<file path="src/rtl/tqvp_arb_pkg.sv">
// -----------------------------------------------------------------------------
// tqvp_arb_pkg
// Shared types and constants for the two-requester TinyQV peripheral bus
// arbiter: FSM state encoding, transaction width codes, strobe idle value,
// timeout read-data pattern and the read-data width mask helper.
// -----------------------------------------------------------------------------
package tqvp_arb_pkg;

   typedef enum logic [1:0] {
      IDLE = 2'd0,
      WR   = 2'd1,
      RD   = 2'd2,
      ACK  = 2'd3
   } arb_state_t;

   // Transaction width codes; also the active value driven on the strobes.
   localparam logic [1:0] TXN_BYTE = 2'b00;
   localparam logic [1:0] TXN_HALF = 2'b01;
   localparam logic [1:0] TXN_WORD = 2'b10;
   localparam logic [1:0] TXN_BAD  = 2'b11;

   localparam logic [1:0]  STROBE_IDLE   = 2'b11;
   localparam logic [31:0] TIMEOUT_RDATA = 32'hFFFF_FFFF;

   // Zero the bytes above the transaction width.
   function automatic logic [31:0] mask_rdata(input logic [1:0]  txn,
                                              input logic [31:0] data);
      case (txn)
         TXN_BYTE: return {24'h0, data[7:0]};
         TXN_HALF: return {16'h0, data[15:0]};
         default:  return data;
      endcase
   endfunction

endpackage

</file>
<file path="src/rtl/tqvp_arb_rr2.sv">
// -----------------------------------------------------------------------------
// tqvp_arb_rr2
// Two-way round-robin grant. A single pointer bit decides who wins when both
// requesters are active; it is updated only when the caller accepts the grant.
//
// Ports:
//   clk       in   clock
//   rst_n     in   asynchronous active-low reset (pointer favours requester 0)
//   i_req     in   [1:0] request bits
//   i_update  in   grant accepted this cycle; advance the pointer
//   o_grant   out  [1:0] one-hot grant (all zero when no request)
// -----------------------------------------------------------------------------
module tqvp_arb_rr2 (
   input  logic       clk,
   input  logic       rst_n,
   input  logic [1:0] i_req,
   input  logic       i_update,
   output logic [1:0] o_grant
);

   // 0: requester 0 wins a tie, 1: requester 1 wins a tie.
   logic r_ptr;

   // NOTE: every signal written in always_comb gets a default first, so no
   // path through the block leaves it unassigned and no latch is inferred.
   always_comb begin
      o_grant = 2'b00;
      case (i_req)
         2'b01:   o_grant = 2'b01;
         2'b10:   o_grant = 2'b10;
         2'b11:   o_grant = r_ptr ? 2'b10 : 2'b01;
         default: o_grant = 2'b00;
      endcase
   end

   // NOTE: state registers use non-blocking assignments so all flops sample
   // the pre-edge values regardless of block evaluation order.
   always_ff @(posedge clk or negedge rst_n) begin
      if (!rst_n) begin
         r_ptr <= 1'b0;
      end else if (i_update && (|o_grant)) begin
         // Whoever was just served loses the next tie.
         r_ptr <= o_grant[0];
      end
   end

endmodule

</file>
<file path="src/rtl/tqvp_bus_arbiter.sv">
// -----------------------------------------------------------------------------
// tqvp_bus_arbiter
// Lets two hosts share one TinyQV tqvp_* peripheral. Requests are arbitrated
// round-robin, the winner's command is latched, the peripheral strobes are
// driven (one cycle for writes, until data_ready for reads) and a one-cycle
// ack returns width-masked read data and an error flag.
//
// Optional feature macro: TQVP_ARB_TIMEOUT_EN
//   defined   - reads give up after TIMEOUT_CYCLES waiting cycles with
//               err_o=1 and rdata_o=32'hFFFF_FFFF
//   undefined - reads wait for data_ready indefinitely
//
// Parameters:
//   ADDR_W          peripheral address width
//   TIMEOUT_CYCLES  read-wait limit, 1..255 (timeout build only)
//
// Ports:
//   clk, rst_n     clock, asynchronous active-low reset
//   req_i[1:0]     level requests, held until ack
//   rw_i[1:0]      1=write, 0=read
//   txn_i[1:0]     2-bit width per requester (00 byte, 01 half, 10 word, 11 bad)
//   addr_i[1:0]    address per requester
//   wdata_i[1:0]   write data per requester
//   ack_o[1:0]     one-cycle completion pulse per requester
//   err_o          with ack: illegal width or read timeout
//   rdata_o        with ack: read data (0 for writes / illegal)
//   address        peripheral address
//   data_in        peripheral write data
//   data_write_n   peripheral write strobe (11 idle, else width)
//   data_read_n    peripheral read strobe (11 idle, else width)
//   data_out       peripheral read data
//   data_ready     peripheral read data valid
// -----------------------------------------------------------------------------
module tqvp_bus_arbiter
   import tqvp_arb_pkg::*;
#(
   parameter int ADDR_W         = 6,
   parameter int TIMEOUT_CYCLES = 255
) (
   input  logic                   clk,
   input  logic                   rst_n,
   input  logic [1:0]             req_i,
   input  logic [1:0]             rw_i,
   input  logic [1:0][1:0]        txn_i,
   input  logic [1:0][ADDR_W-1:0] addr_i,
   input  logic [1:0][31:0]       wdata_i,
   output logic [1:0]             ack_o,
   output logic                   err_o,
   output logic [31:0]            rdata_o,
   output logic [ADDR_W-1:0]      address,
   output logic [31:0]            data_in,
   output logic [1:0]             data_write_n,
   output logic [1:0]             data_read_n,
   input  logic [31:0]            data_out,
   input  logic                   data_ready
);

   arb_state_t r_state;
   arb_state_t w_state_next;

   // Arbitration
   logic [1:0] w_grant;
   logic       w_sel;
   logic       w_load;
   logic [1:0] w_sel_txn;
   logic       w_sel_rw;

   // Latched command. The direction is not stored separately: after the
   // grant it is fully encoded by the FSM being in WR or RD.
   logic              r_gnt;
   logic [ADDR_W-1:0] r_addr;
   logic [31:0]       r_wdata;
   logic [1:0]        r_txn;

   // Values to present on the next ack
   logic        w_err_next;
   logic [31:0] w_rdata_next;
   logic        w_tmo_hit;

   // Effective command for the next cycle (fresh on grant, else latched)
   logic [1:0] w_txn_eff;
   logic       w_gnt_eff;

   // Registered outputs
   logic [1:0]  r_ack;
   logic        r_err;
   logic [31:0] r_rdata;
   logic [1:0]  r_wr_n;
   logic [1:0]  r_rd_n;

   tqvp_arb_rr2 u_rr2 (
      .clk      (clk),
      .rst_n    (rst_n),
      .i_req    (req_i),
      .i_update (w_load),
      .o_grant  (w_grant)
   );

   assign w_sel     = w_grant[1];
   assign w_sel_txn = txn_i[w_sel];
   assign w_sel_rw  = rw_i[w_sel];

   assign w_txn_eff = w_load ? w_sel_txn : r_txn;
   assign w_gnt_eff = w_load ? w_sel     : r_gnt;

`ifdef TQVP_ARB_TIMEOUT_EN
   localparam logic [7:0] TMO_LIMIT = 8'(TIMEOUT_CYCLES);

   // Counts RD cycles without data_ready; held at zero outside RD so each
   // read starts from zero.
   logic [7:0] r_tmo_cnt;

   always_ff @(posedge clk or negedge rst_n) begin
      if (!rst_n) begin
         r_tmo_cnt <= 8'd0;
      end else if (r_state != RD) begin
         r_tmo_cnt <= 8'd0;
      end else if (!data_ready) begin
         r_tmo_cnt <= r_tmo_cnt + 8'd1;
      end
   end

   assign w_tmo_hit = (r_tmo_cnt == TMO_LIMIT);
`else
   // The limit has no consumer when reads wait indefinitely.
   logic w_unused_tmo;
   assign w_unused_tmo = (TIMEOUT_CYCLES != 0);
   assign w_tmo_hit    = 1'b0;
`endif

   // Next-state logic and the ack payload for the transition into ACK.
   always_comb begin
      w_state_next = r_state;
      w_load       = 1'b0;
      w_err_next   = 1'b0;
      w_rdata_next = 32'h0;
      case (r_state)
         IDLE: begin
            if (|w_grant) begin
               w_load = 1'b1;
               if (w_sel_txn == TXN_BAD) begin
                  // Illegal width: answer with an error, bus untouched.
                  w_err_next   = 1'b1;
                  w_state_next = ACK;
               end else if (w_sel_rw) begin
                  w_state_next = WR;
               end else begin
                  w_state_next = RD;
               end
            end
         end
         WR: begin
            w_state_next = ACK;
         end
         RD: begin
            // data_ready takes precedence over a timeout in the same cycle.
            if (data_ready) begin
               w_rdata_next = mask_rdata(r_txn, data_out);
               w_state_next = ACK;
            end else if (w_tmo_hit) begin
               w_err_next   = 1'b1;
               w_rdata_next = TIMEOUT_RDATA;
               w_state_next = ACK;
            end
         end
         ACK: begin
            w_state_next = IDLE;
         end
         default: begin
            w_state_next = IDLE;
         end
      endcase
   end

   always_ff @(posedge clk or negedge rst_n) begin
      if (!rst_n) begin
         r_state <= IDLE;
      end else begin
         r_state <= w_state_next;
      end
   end

   // Command latches and registered bus/ack outputs. Strobes are decoded
   // from the next state so they switch on the same edge as the FSM.
   always_ff @(posedge clk or negedge rst_n) begin
      if (!rst_n) begin
         r_gnt   <= 1'b0;
         r_addr  <= '0;
         r_wdata <= 32'h0;
         r_txn   <= TXN_BYTE;
         r_ack   <= 2'b00;
         r_err   <= 1'b0;
         r_rdata <= 32'h0;
         r_wr_n  <= STROBE_IDLE;
         r_rd_n  <= STROBE_IDLE;
      end else begin
         if (w_load) begin
            r_gnt   <= w_sel;
            r_addr  <= addr_i[w_sel];
            r_wdata <= wdata_i[w_sel];
            r_txn   <= w_sel_txn;
         end

         r_wr_n <= (w_state_next == WR) ? w_txn_eff : STROBE_IDLE;
         r_rd_n <= (w_state_next == RD) ? w_txn_eff : STROBE_IDLE;

         r_ack <= 2'b00;
         r_err <= 1'b0;
         if (w_state_next == ACK) begin
            r_ack   <= w_gnt_eff ? 2'b10 : 2'b01;
            r_err   <= w_err_next;
            r_rdata <= w_rdata_next;
         end
      end
   end

   assign ack_o        = r_ack;
   assign err_o        = r_err;
   assign rdata_o      = r_rdata;
   assign address      = r_addr;
   assign data_in      = r_wdata;
   assign data_write_n = r_wr_n;
   assign data_read_n  = r_rd_n;

endmodule

</file>
<file path="config.mk">
export PLATFORM = sky130hd
export DESIGN_NAME = tqvp_bus_arbiter
export DESIGN_NICKNAME = d
export VERILOG_FILES = /design/src/rtl/tqvp_arb_pkg.sv /design/src/rtl/tqvp_arb_rr2.sv /design/src/rtl/tqvp_bus_arbiter.sv
export SDC_FILE = /design/constraint.sdc
export NUM_CORES = 1
export LEC_CHECK = 0
export ABC_AREA = 1
export CAP_MARGIN = 5
export CORE_MARGIN = 5
export CORE_UTILIZATION = 44
export CTS_BUF_LIST = sky130_fd_sc_hd__clkbuf_8 sky130_fd_sc_hd__clkbuf_16
export DETAILED_ROUTE_END_ITERATION = 16
export PLACE_DENSITY = 0.95
export SLEW_MARGIN = 30
export SYNTH_ARGS = -nofsm -noshare
export SYNTH_HDL_FRONTEND = slang
export SYNTH_SLANG_ARGS = --single-unit
export TNS_END_PERCENT = 10
</file>
<file path="constraint.sdc">
create_clock -name clk -period 4.3 [get_ports clk]
set_input_delay 0.43 -clock clk [delete_from_list [all_inputs] [get_ports clk]]
set_output_delay 0.43 -clock clk [all_outputs]
set_load 0.03 [all_outputs]
</file>
## Word level (Yosys, flattened, before mapping)

Index checks and enable logic that the tools add are counted.

| word-level totals | value |
|---|---|
| bits in registers | 83 |
| bits in latches | 0 |
| RAM bits | 0 |
| ROM bits | 0 |
| input port bits | 119 |
| output and inout bits | 77 |
| logic and storage cells | 57 |
| memories kept | 0 |

| cells by class | value |
|---|---|
| add/sub/neg operators | 0 |
| $mul | 0 |
| div/mod/pow operators | 0 |
| order comparisons | 1 |
| eq/ne operators | 11 |
| shift operators | 0 |
| mux-type cells | 30 |
| bitwise gates (word level) | 0 |
| reductions and logical operators | 4 |

Operators with widths:

| operator | number |
|---|---|
| 2-to-1 mux 32 bit | 4 |
| case mux 32 bit (2 select lines) | 1 |
| 2-to-1 mux 2 bit | 12 |
| equality test 2 bit (second input constant) | 7 |
| 2-to-1 mux 6 bit | 2 |
| 2-to-1 mux 1 bit | 9 |
| equality test 2 x 1 -> 1 bit (second input constant) | 4 |
| case mux 2 bit (4 select lines) | 1 |
| case mux 2 bit (3 select lines) | 1 |
| logical NOT 2 bit | 2 |
| < comparator 1 x 2 -> 1 bit (second input constant) | 1 |
| OR reduction 2 bit | 1 |
| logical AND 1 bit | 1 |

## Depth between registers and ports, before layout

| depth | value |
|---|---|
| word-level depth | 10 |
| mapped depth | 12 |
| mapped depth without buffers | 11 |

## Modules after synthesis

From an unflattened synthesis, not the netlist that was laid out.

| unflattened totals | value |
|---|---|
| cell total of the unflattened synthesis | 489 |
| area total of the unflattened synthesis | 3913.8 um^2 |

By module, submodules not included:

| module | times used | cells an instance | area each (um^2) | seq. area each (um^2) |
|---|---|---|---|---|
| tqvp_bus_arbiter | 1 | 481 | 3853.7 | 2057.0 |
| tqvp_arb_rr2 | 1 | 8 | 60.1 | 25.0 |

## Worst setup path after synthesis

OpenSTA, ideal clock, no wires.

| path | value |
|---|---|
| path kind | register to register |
| start point | register r_state[0] |
| end point | register r_rdata[10], in the netlist rdata_o[10] |
| library setup time | 0.118 ns |
| arrival time | 1.525 ns |
| data required time | 4.182 ns |
| setup slack | 2.657 ns |
| stages on the path, launching flop included | 10 |
| path buffers | 1 |
| period minus slack after synthesis | 1.643 ns |
| path through | dfrtp_1 > inv_1 > ha_1 > nand2_1 > nand2_1 > o21ai_1 > nand2_4 > buf_2 > nand3_1 > nand2_1 |

| between the ends | value |
|---|---|
| longest elaborated chain between the ends | 3 |
| elaborated cells between the ends (all ways) | 9 |
| those cells by class | eq/ne (4); mux (4); reduce/logical (1) |

RTL lines:

| element | line | source |
|---|---|---|
| start, declared | tqvp_bus_arbiter.sv:58 | `arb_state_t r_state;` |
| start signal, assigned | tqvp_bus_arbiter.sv:179 | `r_state <= w_state_next;` |
| equality test 2 bit, or another cell as far along | tqvp_bus_arbiter.sv:137 | `case (r_state)` |
| case mux 2 bit (4 select lines) | tqvp_bus_arbiter.sv:137 |  |
| equality test 2 bit | tqvp_bus_arbiter.sv:209 | `if (w_state_next == ACK) begin` |
| end signal, assigned | tqvp_bus_arbiter.sv:212 | `r_rdata <= w_rdata_next;` |
| end, declared | tqvp_bus_arbiter.sv:87 | `logic [31:0] r_rdata;` |

Several ways; a longest one is shown, not always the timed one.
A chain may end at the register's enable or synchronous reset.

## Final worst setup path

| path | value |
|---|---|
| start point | input req_i[0] |
| end point | register r_rdata[2], in the netlist rdata_o[2] |

| between the ends | value |
|---|---|
| longest elaborated chain between the ends | 9 |
| elaborated cells between the ends (all ways) | 15 |
| those cells by class | eq/ne (5); mux (9); reduce/logical (1) |

RTL lines:

| element | line | source |
|---|---|---|
| start, declared | tqvp_bus_arbiter.sv:42 | `input logic [1:0] req_i,` |
| equality test 2 bit / equality test 2 x 1 -> 1 bit (equally long branches) | tqvp_arb_rr2.sv:28 | `case (i_req)` |
| case mux 2 bit (3 select lines) (*) | tqvp_arb_rr2.sv:28 |  |
| 2-to-1 mux 2 bit (implied by the code) / 2-to-1 mux 1 bit (equally long branches) (2 in a row) | tqvp_bus_arbiter.sv:100, tqvp_bus_arbiter.sv:101 |  |
| equality test 2 bit / 2-to-1 mux 2 bit (equally long branches) | tqvp_bus_arbiter.sv:141, tqvp_bus_arbiter.sv:145 |  |
| 2-to-1 mux 2 bit | tqvp_bus_arbiter.sv:141 | `if (w_sel_txn == TXN_BAD) begin` |
| 2-to-1 mux 2 bit (*) | tqvp_bus_arbiter.sv:139 | `if (\|w_grant) begin` |
| case mux 2 bit (4 select lines) (*) | tqvp_bus_arbiter.sv:137 |  |
| equality test 2 bit (*) | tqvp_bus_arbiter.sv:209 |  |

Mark *: on every way between the ends. The rest lies on a longest branch, timed or not. The select of a mux whose other input is x is not followed.

==> flow_summary.ini <==
[routing]
wirelength_um = 12200
firstDrtPassIters = 4
post-route-drc-count = 0
routedWlPerCell_um = 15.6
via_per_inst = 5.23
dr.first_iter.drc_count = 201
final_antenna_net_count = 0
dr_total_vias = 4088

[layout]
n_fill_cell = 703
fin_util = 0.701
instances_no_fill = 782
fin_area_um2 = 6140
layout.nets = 793
antenna_cells_inserted = 0
syn_to_final_growth_pct = 54.7
drive_gt1_frac = 0.0460

[logic_synthesis]
synth_area_um2 = 3970
syn-num-nets = 621
yosys.area.top_type_share = 0.498
synth_cell_types = 20
synth_seq_cells = 83
yosysTopAreaCell = dfrtp_1
synthArstFlopShare = 1.00
synthCells = 498
synth_area_leaders = dfrtp_1 50%, nand2_1 12%, nand3_1 10%
netlist_top_cells_count = 131 x nand2_1, 83 x nand3_1, 79 x dfrtp_1
synth_ff_type = dfrtp_1
yosysWarnings = 0
synth_edf_count = 0
synth_most_common_cell = nand2_1
synth-seq-area-share = 0.525
avgSynthCellArea_um2 = 7.97

[timing]
setup_slack_ns = 1.50
hold_slack_ns = 0.103
hold_viol = 0
max_slew_margin = 0.409
setup_violations = 0
fin_skew_ns = 0.0147
min_period_ns = 2.80
rsz0062_at_grt = no
tns_ns = 0
max_freq_ghz = 0.357
worst_slew_pin_slew_ns = 0.884
period_share = 0.651
finalMaxSlewViolations = 0

[global_routing]
track_usage = 0.223
grt_max_degree = 84
grt_overflow = 0
grt_first_pass_wirelength_um = 20300
antenna_found_initial = 0
grt_pass1_vias = 4266

[critical_path]
rr_endpoint = rdata_o[2]
crit_start = req_i[0]
r2r_cells = 9
endpoint = rdata_o[2]
cp_max_fo = 44
cp-end-kind = flop
r2r_setup_slack_ns = 1.54
path_class = in -> reg
cp-start-kind = input port
worst_r2r_startpoint = r_state[0]
required_ns = 4.53
critPathArrivalTime_ns = 3.03

[clocking]
cts_buffer_depth = 2
cts_num_sinks = 83
post_cts_buffers = 0
post_cts_resized = 0
cts_tree = yes
cts_hold_buf = 0
clkLatencyLatePin_ns = 0.34
cts.clk_slew.worst_paths_ns = 0.08
cts-root-buf = clkbuf_8
numCtsBuffers = 9
h-tree-depth = 3

[power]
vdd_drop_max_uv = 387
p_leak_nw = 2.82
power.total_mw = 4.36
pwr_density_cell_nw_per_um2 = 711

[die]
core_area_um2 = 8760
die-height_um = 105
dieWidth_um = 105
initial_utilization = 0.453
dieArea_um2 = 11000
io_pins = 196
row_count = 34

[placed_design]
placedCellCount = 767
place_area_um2 = 5890
dp_slack_ns = 1.14
routabilityCongestion = 0.815
port_buffers = 195
dpl.hpwl_um = 8800

[job]
timing.max_cap.violations = 0

[worst_hold_path]
hold_class = in -> async

[status]
status = completed
layout make-up:
type / count / area, um2 / share of cell area
clock buffer: 11 / 151 / 0.0247
clock inverter: 4 / 97.6 / 0.0159
inverter: 28 / 105 / 0.0171
multi-input combinational: 352 / 1610 / 0.263
sequential: 83 / 2080 / 0.339
tap: 108 / 135 / 0.0220
timing repair buffer: 196 / 1960 / 0.318
registers in the layout (all words and copies together), names as in the netlist:
signal        cells
address           6
err_o             1
data_write_n      2
r_gnt             1
data_in          32
r_txn             2
r_state           2
ack_o             2
data_read_n       2
u_rr2.r_ptr       1
rdata_o          32
worst min-delay path by stage:
stage	end	cells after the start	from
after floorplan	ack_o[0]	0	rst_n
after global routing	rdata_o[10]	1	rst_n
after CTS	data_in[15]	1	rst_n
final	rdata_o[10]	1	rst_n
after global placement	rdata_o[4]	2	rdata_o[4]
after detailed placement	rdata_o[10]	2	rdata_o[10]
report_power, final:
group          switching (mW)  internal (mW)
Clock                   0.273          0.415
Sequential              0.198           1.10
Combinational            1.52          0.857
Total                    1.99           2.38
routing by layer:
layer | GRT usage | vias up | wire [um]
met4 | 0.0941 | 0 | 339
met2 | 0.372 | 178 | 6130
met5 | 0 | - | 0
li1 | - | 1965 | -
met3 | 0.0555 | 29 | 903
met1 | 0.276 | 1916 | 4830
critical path: stages:
cell and delay (ns):
clkdlybuf4s50_1 0.49, nand2_2 0.64, nand3_1 0.20, nand2_1 0.13, nand2_1 0.08, nand2_1 0.09
nand2_2 0.08, nand2_4 0.33, nand2_4 0.31, nand2_1 0.17, nand2_1 0.06
cells in the final DEF, fill, tap and decap left out, drive strengths merged:
cell type,instances
clkdlybuf4s50,193
nand3,83
nand4,4
clkbuf,11
inv,28
dfstp,4
clkinvlp,1
o21bai,1
dfrtp,79
ha,4
nand2,138
o21ai,6
buf,3
nor2,76
a21oi,2
bufinv,3
a31oi,38
logic make-up after synthesis:
group	share of synthesized area
adders and majority gates	0.0126
DFF	0.525
buffers and inverters	0.0694
AOI/OAI and AO/OA	0.0719
and+or+nand+nor	0.322
Power figures use the tool's default switching activity.
